## src/rtl/fetch_queue.sv

```systemverilog
// Instruction fetch stage: owns the PC, reads the icache and buffers two {instr, npc} entries for decode.
// Optional FETCH_PERF_CNT_EN adds saturating push and bubble counters as extra output ports.
module fetch_queue #(
    parameter logic [31:0] PC_INIT = 32'h0000_0000
) (
    input  logic        CLK,
    input  logic        RST,
    output logic        imemREN,
    output logic [31:0] imemaddr,
    input  logic [31:0] imemload,
    input  logic        ihit,
    input  logic        stall,
    input  logic        redirect,
    input  logic [31:0] redirect_pc,
    input  logic        halt,
    output logic [31:0] instr,
    output logic [31:0] npc,
    output logic        valid
`ifdef FETCH_PERF_CNT_EN
    ,
    output logic [31:0] fetch_count,
    output logic [31:0] bubble_count
`endif
);

    logic [31:0] r_pc;
    logic [1:0]  r_count;
    logic        r_head;
    logic        r_halted;
    logic [31:0] r_q_instr [2];
    logic [31:0] r_q_npc   [2];

    logic        w_ren;
    logic        w_push;
    logic        w_pop;
    logic        w_valid;
    logic        w_halt_take;
    logic        w_wr_idx;
    logic [31:0] w_pc_next;
    logic [31:0] w_redir_pc;

    assign w_valid     = (r_count != 2'd0);
    assign w_ren       = !r_halted && (r_count != 2'd2) && !redirect;
    assign w_push      = w_ren && ihit;
    assign w_pop       = w_valid && !stall;
    assign w_halt_take = halt && w_valid && !stall && !redirect;
    assign w_wr_idx    = r_head ^ r_count[0];
    assign w_pc_next   = r_pc + 32'd4;
    assign w_redir_pc  = redirect_pc & 32'hFFFF_FFFC;

    assign imemREN  = w_ren;
    assign imemaddr = r_pc & 32'hFFFF_FFFC;
    assign valid    = w_valid;
    assign instr    = w_valid ? r_q_instr[r_head] : 32'h0000_0000;
    assign npc      = w_valid ? r_q_npc[r_head]   : 32'h0000_0000;

    // Control state: redirect beats halt, halt beats normal push/pop bookkeeping.
    always_ff @(posedge CLK or posedge RST) begin
        if (RST) begin
            r_pc     <= PC_INIT;
            r_count  <= 2'd0;
            r_head   <= 1'b0;
            r_halted <= 1'b0;
        end else if (redirect) begin
            r_pc     <= w_redir_pc;
            r_count  <= 2'd0;
            r_head   <= 1'b0;
            r_halted <= 1'b0;
        end else if (w_halt_take) begin
            // The fetch still completes, but everything younger than HALT is thrown away.
            if (w_push) begin
                r_pc <= w_pc_next;
            end else begin
                r_pc <= r_pc;
            end
            r_count  <= 2'd0;
            r_head   <= 1'b0;
            r_halted <= 1'b1;
        end else begin
            if (w_push) begin
                r_pc <= w_pc_next;
            end else begin
                r_pc <= r_pc;
            end
            case ({w_push, w_pop})
                2'b10:   r_count <= r_count + 2'd1;
                2'b01:   r_count <= r_count - 2'd1;
                default: r_count <= r_count;
            endcase
            r_head   <= r_head ^ w_pop;
            r_halted <= r_halted;
        end
    end

    // Queue storage: written only on an accepted push outside redirect/halt cycles.
    always_ff @(posedge CLK or posedge RST) begin
        if (RST) begin
            r_q_instr[0] <= 32'h0000_0000;
            r_q_instr[1] <= 32'h0000_0000;
            r_q_npc[0]   <= 32'h0000_0000;
            r_q_npc[1]   <= 32'h0000_0000;
        end else if (w_push && !w_halt_take) begin
            r_q_instr[w_wr_idx] <= imemload;
            r_q_npc[w_wr_idx]   <= w_pc_next;
        end else begin
            r_q_instr[0] <= r_q_instr[0];
            r_q_instr[1] <= r_q_instr[1];
            r_q_npc[0]   <= r_q_npc[0];
            r_q_npc[1]   <= r_q_npc[1];
        end
    end

`ifdef FETCH_PERF_CNT_EN
    logic [31:0] r_fetch_count;
    logic [31:0] r_bubble_count;

    assign fetch_count  = r_fetch_count;
    assign bubble_count = r_bubble_count;

    // Saturating performance counters, cleared only by RST.
    always_ff @(posedge CLK or posedge RST) begin
        if (RST) begin
            r_fetch_count  <= 32'h0000_0000;
            r_bubble_count <= 32'h0000_0000;
        end else begin
            if (w_push && (r_fetch_count != 32'hFFFF_FFFF)) begin
                r_fetch_count <= r_fetch_count + 32'd1;
            end else begin
                r_fetch_count <= r_fetch_count;
            end
            if (!w_valid && !r_halted && (r_bubble_count != 32'hFFFF_FFFF)) begin
                r_bubble_count <= r_bubble_count + 32'd1;
            end else begin
                r_bubble_count <= r_bubble_count;
            end
        end
    end
`endif

endmodule

```

## config.mk

```make
export PLATFORM = sky130hd
export DESIGN_NAME = fetch_queue
export DESIGN_NICKNAME = d
export VERILOG_FILES = /design/src/rtl/fetch_queue.sv
export SDC_FILE = /design/constraint.sdc
export NUM_CORES = 1
export LEC_CHECK = 0
export BUFFER_PORTS_ARGS = -buffer_cell sky130_fd_sc_hd__buf_2
export CAP_MARGIN = 0
export CORE_MARGIN = 3
export CORE_UTILIZATION = 45
export DETAILED_ROUTE_END_ITERATION = 16
export GPL_ROUTABILITY_DRIVEN = 1
export PLACE_DENSITY_LB_ADDON = 0.08
export SLEW_MARGIN = 40
export SYNTH_ARGS = -nofsm -noshare
export SYNTH_HDL_FRONTEND = slang
export SYNTH_SLANG_ARGS = --single-unit
```

## constraint.sdc

```tcl
create_clock -name CLK -period 6.5 [get_ports CLK]
set_clock_uncertainty 0.2 [all_clocks]
set_input_delay 0 -clock CLK [delete_from_list [all_inputs] [get_ports CLK]]
set_output_delay 0 -clock CLK [all_outputs]
set_load 0.03 [all_outputs]
```

Word level (Yosys, flattened, before mapping):

Cells that the tools add are included.

* reduce and logical (&&, ||, !) cells: 17
* add/sub/neg operators: 3
* equality and inequality tests: 3
* muxes and demuxes: 21
* bitwise gates (word level): 4
* order comparisons: 3

Operator list (count)
* 32-bit 2-to-1 mux: 11
* 64-bit bitwise mux: 2
* 32-bit by 3-bit adder with 32-bit output, second input constant: 1
* 32-bit demux with 1-bit select: 1
* 1-bit logical AND: 9
* 2-bit nonzero test: 3
* 2-bit >= comparator, second input constant: 2
* 1-bit logical NOT: 4
* 1-bit 2-to-1 mux: 4
* 2-bit 2-to-1 mux: 2
* 1-bit inverter with 2-bit output: 2
* 2-bit one-hot mux with 2 select lines: 1
* 4-bit nonzero test: 1
* 2-bit by 1-bit adder with 2-bit output, second input constant: 1
* 2-bit by 1-bit == test with 1-bit output, second input constant: 1
* 2-bit == test, second input constant: 1
* 2-bit by 1-bit < comparator with 1-bit output, second input constant: 1
* 2-bit != test, second input constant: 1
* 2-bit by 1-bit subtractor with 2-bit output, second input constant: 1
* 1-bit XOR: 2

* bits in registers: 164
* output and inout port bits: 98
* input port bits: 70

Longest topological paths before layout:

Gate-level depths: netlist of run 1.

* word-level depth: 8
* gate-level depth with buffers: 11
* gate-level depth less buffers: 8

Worst setup path after synthesis of run 1:

OpenSTA, ideal clock, no wires.

* path type: reg-to-reg
* start: reg r_pc[2]
* end: reg r_pc[22]
* stages on the path, launching flop included: 7
* data arrival time: 2149 ps
* setup slack: 4025 ps
* required time: 6174 ps
* period minus slack after synthesis: 2475 ps
* path buffers: 0
* path through: dfrtp_1 -> ha_1 -> nand4_2 -> or4_4 -> nor2_1 -> o21ai_1 -> a221o_1

* longest elaborated chain between the ends: 3

Ends and longest elaborated chain
* start, declared: line 26 `logic [31:0] r_pc;`
* start signal, assigned: line 65 `r_pc <= w_redir_pc;`
* start signal, assigned: line 72 `r_pc <= w_pc_next;`
* start signal, assigned: line 74 `r_pc <= r_pc;`
* 32-bit by 3-bit adder with 32-bit output: line 48 `assign w_pc_next = r_pc + 32'd4;`
* 32-bit 2-to-1 mux: line 71, 80
* 32-bit 2-to-1 mux: line 64 `end else if (redirect) begin`

Every way passes these cells. The select of a mux whose other input is x is not followed.
A chain may end at the register's enable or synchronous reset.

Final worst setup path of run 1:

* start: reg r_count[0]
* end: reg r_q_npc[3] (netlist name)

* longest elaborated chain between the ends: 7

Ends and longest elaborated chain
* start, declared: line 27 `logic [1:0] r_count;`
* start signal, assigned: line 86 `2'b10: r_count <= r_count + 2'd1;`
* start signal, assigned: line 87 `2'b01: r_count <= r_count - 2'd1;`
* start signal, assigned: line 88 `default: r_count <= r_count;`
* 1-bit XOR: line 47 `assign w_wr_idx = r_head ^ r_count[0];`
* 1-bit inverter with 2-bit output (not written as such): line 104 `r_q_npc[w_wr_idx] <= w_pc_next;`
* 2-bit >= comparator (not written as such) / 2-bit by 1-bit < comparator with 1-bit output (equally long branches): line 104
* 1-bit logical AND (not written as such): line 104
* 32-bit 2-to-1 mux (not written as such): line 104
* 32-bit demux with 1-bit select: line 104
* 64-bit bitwise mux: line 104
* end signal, assigned by index: line 104
* end, declared: line 31 `logic [31:0] r_q_npc [2];`

Several ways; a longest one is shown, not always the timed one.

==> flow_metrics.py, run 1 <==
metrics = {
    "status": {
        "status": "complete, no violations",
    },
    "place": {
        "postPlaceCellArea_um2": 8750,
        "globalplace.congestion": 0.849,
        "portBuffers": 161,
        "dp_hpwl_um": 12500,
    },
    "critical_path": {
        "crit_path_end_kind": "flop",
        "r2r_slack_ps": 3120,
        "cp_max_fo": 63,
        "required_ps": 6600,
        "crit_arrival_ps": 3490,
        "reg2reg_depth": 5,
        "cp-endpoint": "r_q_npc[3]",
        "critical_path_class": "flop to flop",
        "crit_start": "r_count[0]",
        "r2r_end": "r_q_npc[3]",
        "cp-start-kind": "flop",
        "r2r-start": "r_count[0]",
    },
    "sta": {
        "tightestPinTransition_ps": 770,
        "setup_viol_count_final": 0,
        "finalHoldViolCount": 0,
        "maxSlewHeadroom_pct": 48.6,
        "timing.setup.tns_ps": 0,
        "clock.fmax_ghz": 0.296,
        "fin_crit_sh_pct": 52.1,
        "drv_slew": 0,
        "rsz0062_at_grt": "no",
        "period_minus_slack_ps": 3380,
    },
    "global_route": {
        "gr-usage-met2_pct": 34.0,
        "grt_usage_pct": 20.5,
        "overflow": 0,
        "grt.busiest_layer": "met2",
        "grt_pass1_vias": 6279,
        "grt_pass1_wl_um": 32300,
        "antenna_found_initial": 0,
        "use_met1_pct": 27.0,
        "met3_usage_pct": 4.45,
        "grt_max_degree": 91,
    },
    "power": {
        "p_leak_nw": 4.46,
        "peakVddDrop_v": 0.000206,
        "powerDensity_nw_per_um2": 438,
    },
    "detailed_routing": {
        "drtAntennaViolNets": 0,
        "drtPass1Iterations": 5,
        "vias": 6272,
        "vias_per_cell": 5.29,
        "routed_wl_um": 19500,
        "wl_per_cell_um": 16.5,
        "drc": 0,
        "drtIter0Drc": 241,
    },
    "synthesis": {
        "async_flop_share_pct": 100,
        "yosys.area_share.adder_pct": 0.319,
        "yosysMostFrequentCell": "dfrtp_1",
        "ys_warn_count": 0,
        "synth-simple-area-share_pct": 14.0,
        "ys_ff_latch": 158,
        "ys_seq_area_share_pct": 50.4,
        "synth.area.top_cells": "dfrtp_1 (50%), mux2i_1 (8.4%), nor2_1 (6.7%), mux2_2 (4.9%), mux2_1 (4.6%)",
        "synth_cell_types": 52,
        "synth_top_area_share_pct": 50.4,
        "synth_xor_area_share_pct": 3.57,
        "synth_compound_area_share_pct": 9.47,
        "netlist_area_um2": 7850,
        "synth-edff-count": 0,
        "avgSynthCellArea_um2": 10.5,
        "yosys-mux-area-fraction_pct": 17.9,
        "postSynthCellCount": 745,
        "ys.flop_type": "dfrtp_1",
        "synth_top_family_by_area": "multiplexers",
        "synth_area_leader_cell": "dfrtp_1",
        "synth_common_cells": "dfrtp_1 (158), nor2_1 (140), mux2i_1 (66)",
    },
    "cts": {
        "clockBufferDepth": 2,
        "cts.htree.levels": 4,
        "clock_latency_ps": 410,
        "cts_tree": "yes",
        "clkSlewWorstSetupHoldPaths_ps": 60,
        "cts_resized": 0,
        "numCtsBuffers": 17,
        "cts_root_buf": "clkbuf_16",
        "cts.sinks": 158,
    },
    "die": {
        "fp-row-count": 47,
        "die_w_um": 138,
        "die-area_um2": 19100,
        "start_util_pct": 46.7,
        "num_io_pins": 168,
        "fp.coreArea_um2": 16800,
        "die_h_um": 138,
    },
    "cells_and_area": {
        "num-fill-cells": 1440,
        "syn2layout_area_growth_pct": 28.6,
        "stdcell_area_um2": 10100,
        "nNetsFinal": 1024,
        "post_route_cells_drive_above_1_share_pct": 26.0,
        "n_antenna_cell": 0,
    },
    "run": {
        "maxCapViolations": 0,
    },
    "min_path": {
        "worst_hold_path_type": "primary input to flop",
    },
}
[cell usage in the layout, fill, tap and decap left out, types with 5 or more instances in the layout]
| cell | n |
|---|---|
| buf_2 | 161 |
| dfrtp_1 | 157 |
| nor2_1 | 139 |
| dlygate4sd3_1 | 72 |
| mux2i_1 | 66 |
| a21oi_1 | 62 |
| mux2_2 | 34 |
| mux2_1 | 32 |
| nand2_1 | 25 |
| o21ai_0 | 18 |
| clkbuf_16 | 17 |
| xor2_1 | 16 |
| xnor2_1 | 16 |
| nand4_1 | 13 |
| nand3_1 | 12 |
| inv_1 | 11 |
| a221o_1 | 11 |
| a22oi_1 | 7 |
| and3_1 | 5 |
| nor3_1 | 5 |
| nor3b_1 | 5 |
| o311ai_0 | 5 |
[critical path, stage by stage (launching register included)]
cell      delay (ps)
dfrtp_1          520
o2111a_2         460
clkinv_2         630
nor3b_4          370
buf_4            640
mux2_2           410
[kinds of logic after synthesis]
kind of cell               after synthesis
xor gates and xnor gates                32
adders and majority gates                2
and+or+nand+nor                        230
AOI/OAI and AO/OA                      120
DFF                                    158
muxes                                  132
buffers and inverters                   70
other                                    1
[through the flow]
stage	power [W]	instances	setup WS, ps	utilization (%)	hold WS (ps)
after CTS	0.00446	1184	3170	59.9	9.69
after detailed placement	0.00340	1080	3160	52.0	28.3
after floorplan	0.00293	748	2040	-	-73.2
after global placement	0.00333	1080	3170	52.0	7.32
after global routing	0.00471	1185	2910	60.0	59.6
final	0.00442	1185	3120	60.0	21.8
[report_power, final]
part / internal, W / switching [W]
registers: 0.00141 / 0.000276
logic: 0.000669 / 0.00105
clock network: 0.000609 / 0.000400
[layer usage]
| metal | wire (um) | up-vias |
|---|---|---|
| li1 | - | 3007 |
| met1 | 8640 | 3059 |
| met2 | 9570 | 191 |
| met3 | 1030 | 15 |
| met4 | 267 | 0 |
| met5 | 0 | - |
[timing repair]
| item | CTS | global route |
|---|---|---|
| hold buffers | 72 | 0 |
| endpoints found under the hold margin | 187 | 0 |
| setup buffers | 0 | 0 |
[worst min path at each step]
stage                               from             to  slack, ps  cells after the start
after floorplan           redirect_pc[6]        r_pc[6]        -70                      2
after global routing                ihit       r_pc[29]         60                      4
after global placement               RST  r_q_instr[59]          7                      2
final                           redirect        r_pc[6]         20                      3
after detailed placement             RST  r_q_instr[27]         30                      2
after CTS                       redirect        r_pc[6]         10                      3
[registers in the layout, indices dropped and copies added, names as in the netlist]
register   count
r_q_npc       60
r_q_instr     64
r_halted       1
r_pc          30
r_count        2
r_head         1
[area by class of cell]
class | instances | area [um^2] | area share [%]
multi-input cells | 520 | 3580 | 35.5
repair buffers | 241 | 1610 | 16.0
well taps | 220 | 275 | 2.73
flip-flops and latches | 158 | 3960 | 39.2
clock inverters | 12 | 163 | 1.61
clock buffers | 20 | 437 | 4.33
inverters | 14 | 61.3 | 0.608
Power figures use the tool's default switching activity.
==> run 2, diff against run 1 <==
==> constraint.sdc (replaced) <==
create_clock -name CLK -period 3.3 [get_ports CLK]
set_clock_uncertainty 0.2 [all_clocks]
set_input_delay 0 -clock CLK [delete_from_list [all_inputs] [get_ports CLK]]
set_output_delay 0 -clock CLK [all_outputs]
set_load 0.03 [all_outputs]
==> run 2 against run 1 <==
Critical path depth rose by 2. Core utilization rose by 0.40 points. Final area rose by 0.67%. Non-clock buffer count rose by 10. Sequential share of layout area fell by 0.26 points. Die area did not move. Sequential power rose by 95%. Via count rose by 1.4%. Global-route usage rose by 0.21 points. Setup slack got worse by 2700 ps. Critical path type unchanged. Critical endpoint is now r_pc[19].
==> flow_metrics.py, run 2 (same netlist as run 1, synthesis figures left out) <==
metrics = {
    "status": {
        "status": "complete, no violations",
    },
    "cts": {
        "cts_root_buf": "clkbuf_16",
        "cts.sinks": 158,
        "clkSlewWorstSetupHoldPaths_ps": 60,
        "clock_latency_ps": 420,
        "numCtsBuffers": 17,
        "clockBufferDepth": 2,
        "cts.htree.levels": 4,
        "cts_resized": 0,
        "cts_tree": "yes",
    },
    "sta": {
        "maxSlewHeadroom_pct": 41.8,
        "fin_crit_sh_pct": 87.3,
        "clock.fmax_ghz": 0.347,
        "tightestPinTransition_ps": 873,
        "setup_viol_count_final": 0,
        "drv_slew": 0,
        "period_minus_slack_ps": 2880,
        "rsz0062_at_grt": "no",
        "timing.setup.tns_ps": 0,
        "fin_ws_ps": 420,
        "finalHoldViolCount": 0,
    },
    "global_route": {
        "grt_usage_pct": 20.7,
        "grt_max_degree": 75,
        "grt_pass1_vias": 6328,
        "grt_pass1_wl_um": 32600,
        "overflow": 0,
        "antenna_found_initial": 0,
    },
    "power": {
        "powerDensity_nw_per_um2": 846,
        "peakVddDrop_v": 0.000401,
        "power_frac_seq_pct": 38.5,
        "p_sw_w": 0.00341,
        "power_frac_comb_pct": 39.9,
        "power_w": 0.00859,
        "pwr-share-clk_pct": 21.6,
        "p_leak_nw": 4.48,
        "p_int_w": 0.00518,
        "switching_share_pct": 39.7,
    },
    "place": {
        "post-place-ws_ps": 570,
        "dp.cells": 1087,
        "portBuffers": 161,
        "dp_hpwl_um": 12900,
        "globalplace.congestion": 0.832,
    },
    "critical_path": {
        "critical_path_class": "flop to flop",
        "cp_max_fo": 14,
        "cp-start-kind": "flop",
        "required_ps": 3460,
        "crit_arrival_ps": 3040,
        "crit_path_end_kind": "flop",
    },
    "cells_and_area": {
        "nNetsFinal": 1034,
        "mostFrequentLayoutCells": "buf_2 (161), dfrtp_1 (157), nor2_1 (139)",
        "stdcell_count": 1195,
        "regMostFlops": "r_q_instr",
        "layout_commonest_cell": "buf_2",
        "post_route_cells_drive_above_1_share_pct": 26.5,
        "largest_register_ffs": 64,
        "n_antenna_cell": 0,
        "num-fill-cells": 1481,
        "syn2layout_area_growth_pct": 29.4,
        "top_regs": "r_q_instr (64), r_q_npc (60), r_pc (30)",
    },
    "die": {
        "num_io_pins": 168,
        "start_util_pct": 46.7,
        "die_w_um": 138,
        "fp.coreArea_um2": 16800,
        "die-area_um2": 19100,
        "fp-row-count": 47,
        "die_h_um": 138,
    },
    "detailed_routing": {
        "drtAntennaViolNets": 0,
        "vias_per_cell": 5.32,
        "drtIter0Drc": 279,
        "vias": 6362,
        "wl_per_cell_um": 16.4,
        "drtPass1Iterations": 5,
        "drc": 0,
        "routed_wl_um": 19600,
    },
    "min_path": {
        "worst_hold_path_type": "primary input to flop",
    },
    "run": {
        "maxCapViolations": 0,
    },
}
## run 2: cell types whose count changed in the layout (fill, tap and decap cells not counted)
cell | previous run | this run
clkinvlp_4 | 2 | 6
bufinv_16 | 3 | 1
clkbuf_1 | 3 | 2
clkinv_4 | 4 | 2
buf_4 | 4 | 9
inv_8 | 1 | 0
buf_6 | 2 | 1
dlygate4sd3_1 | 72 | 76
buf_12 | 1 | 4
inv_2 | 1 | 2
## run 2: cell type report
class	instances	area, um^2	share of cell area, %
clock buffers	20	447	4.40
well taps	220	275	2.71
clock inverters	12	113	1.11
inverters	14	56.3	0.554
repair buffers	251	1730	17.0
flip-flops and latches	158	3960	39.0
multi-input cells	520	3580	35.3
## run 2: routing by layer
| layer | wire, um | GRT usage, % | share of wire [%] | vias up |
|---|---|---|---|---|
| met5 | 0 | 0 | 0 | - |
| met4 | 184 | 5.15 | 0.94 | 0 |
| met3 | 999 | 4.32 | 5.1 | 15 |
| met2 | 9520 | 33.6 | 49 | 185 |
| met1 | 8910 | 28.6 | 45 | 3128 |
| li1 | - | - | - | 3034 |
## run 2: critical path: stages (launching register included)
cell and delay, ps:
dfrtp_1 430, inv_1 80, o2111a_2 410, nor2_1 660
buf_4 320, a22oi_1 90, nand3_1 100, dlygate4sd3_1 540
## run 2: what timing repair did
item,CTS,global route
hold buffers,76,0
hold endpoints to repair,139,0
setup buffers,0,0
## run 2: worst paths after layout
check | startpoint | to | slack, ps | cells after the start
max | r_count[1] | r_pc[19] | 420 | 7
min in group asynchronous | RST | r_q_instr[0] | 550 | 4
min | ihit | r_pc[3] | 9 | 4
max in group asynchronous | RST | r_q_instr[20] | 1270 | 6
min reg2reg | r_q_instr[21] | r_q_instr[21] | 280 | 1
max reg2reg | r_count[1] | r_pc[19] | 420 | 7
## run 2: per-stage QoR
stage / util, % / hold slack [ps] / instance area (um^2)
after floorplan: - / -73.2 / 7860
after global placement: 52.4 / 21.5 / 8810
after detailed placement: 52.5 / -153 / 8840
after CTS: 60.4 / 1.96 / 10200
after global routing: 60.4 / 71.5 / 10200
final: 60.4 / 8.86 / 10200
## run 2: power groups by stage
stage	logic, W	clock network [W]	registers (W)
floorplan	0.00248	0	0.00330
global placement	0.00331	0	0.00328
detailed placement	0.00339	0	0.00334
CTS	0.00348	0.00191	0.00330
global route	0.00377	0.00200	0.00341
finish	0.00343	0.00186	0.00330
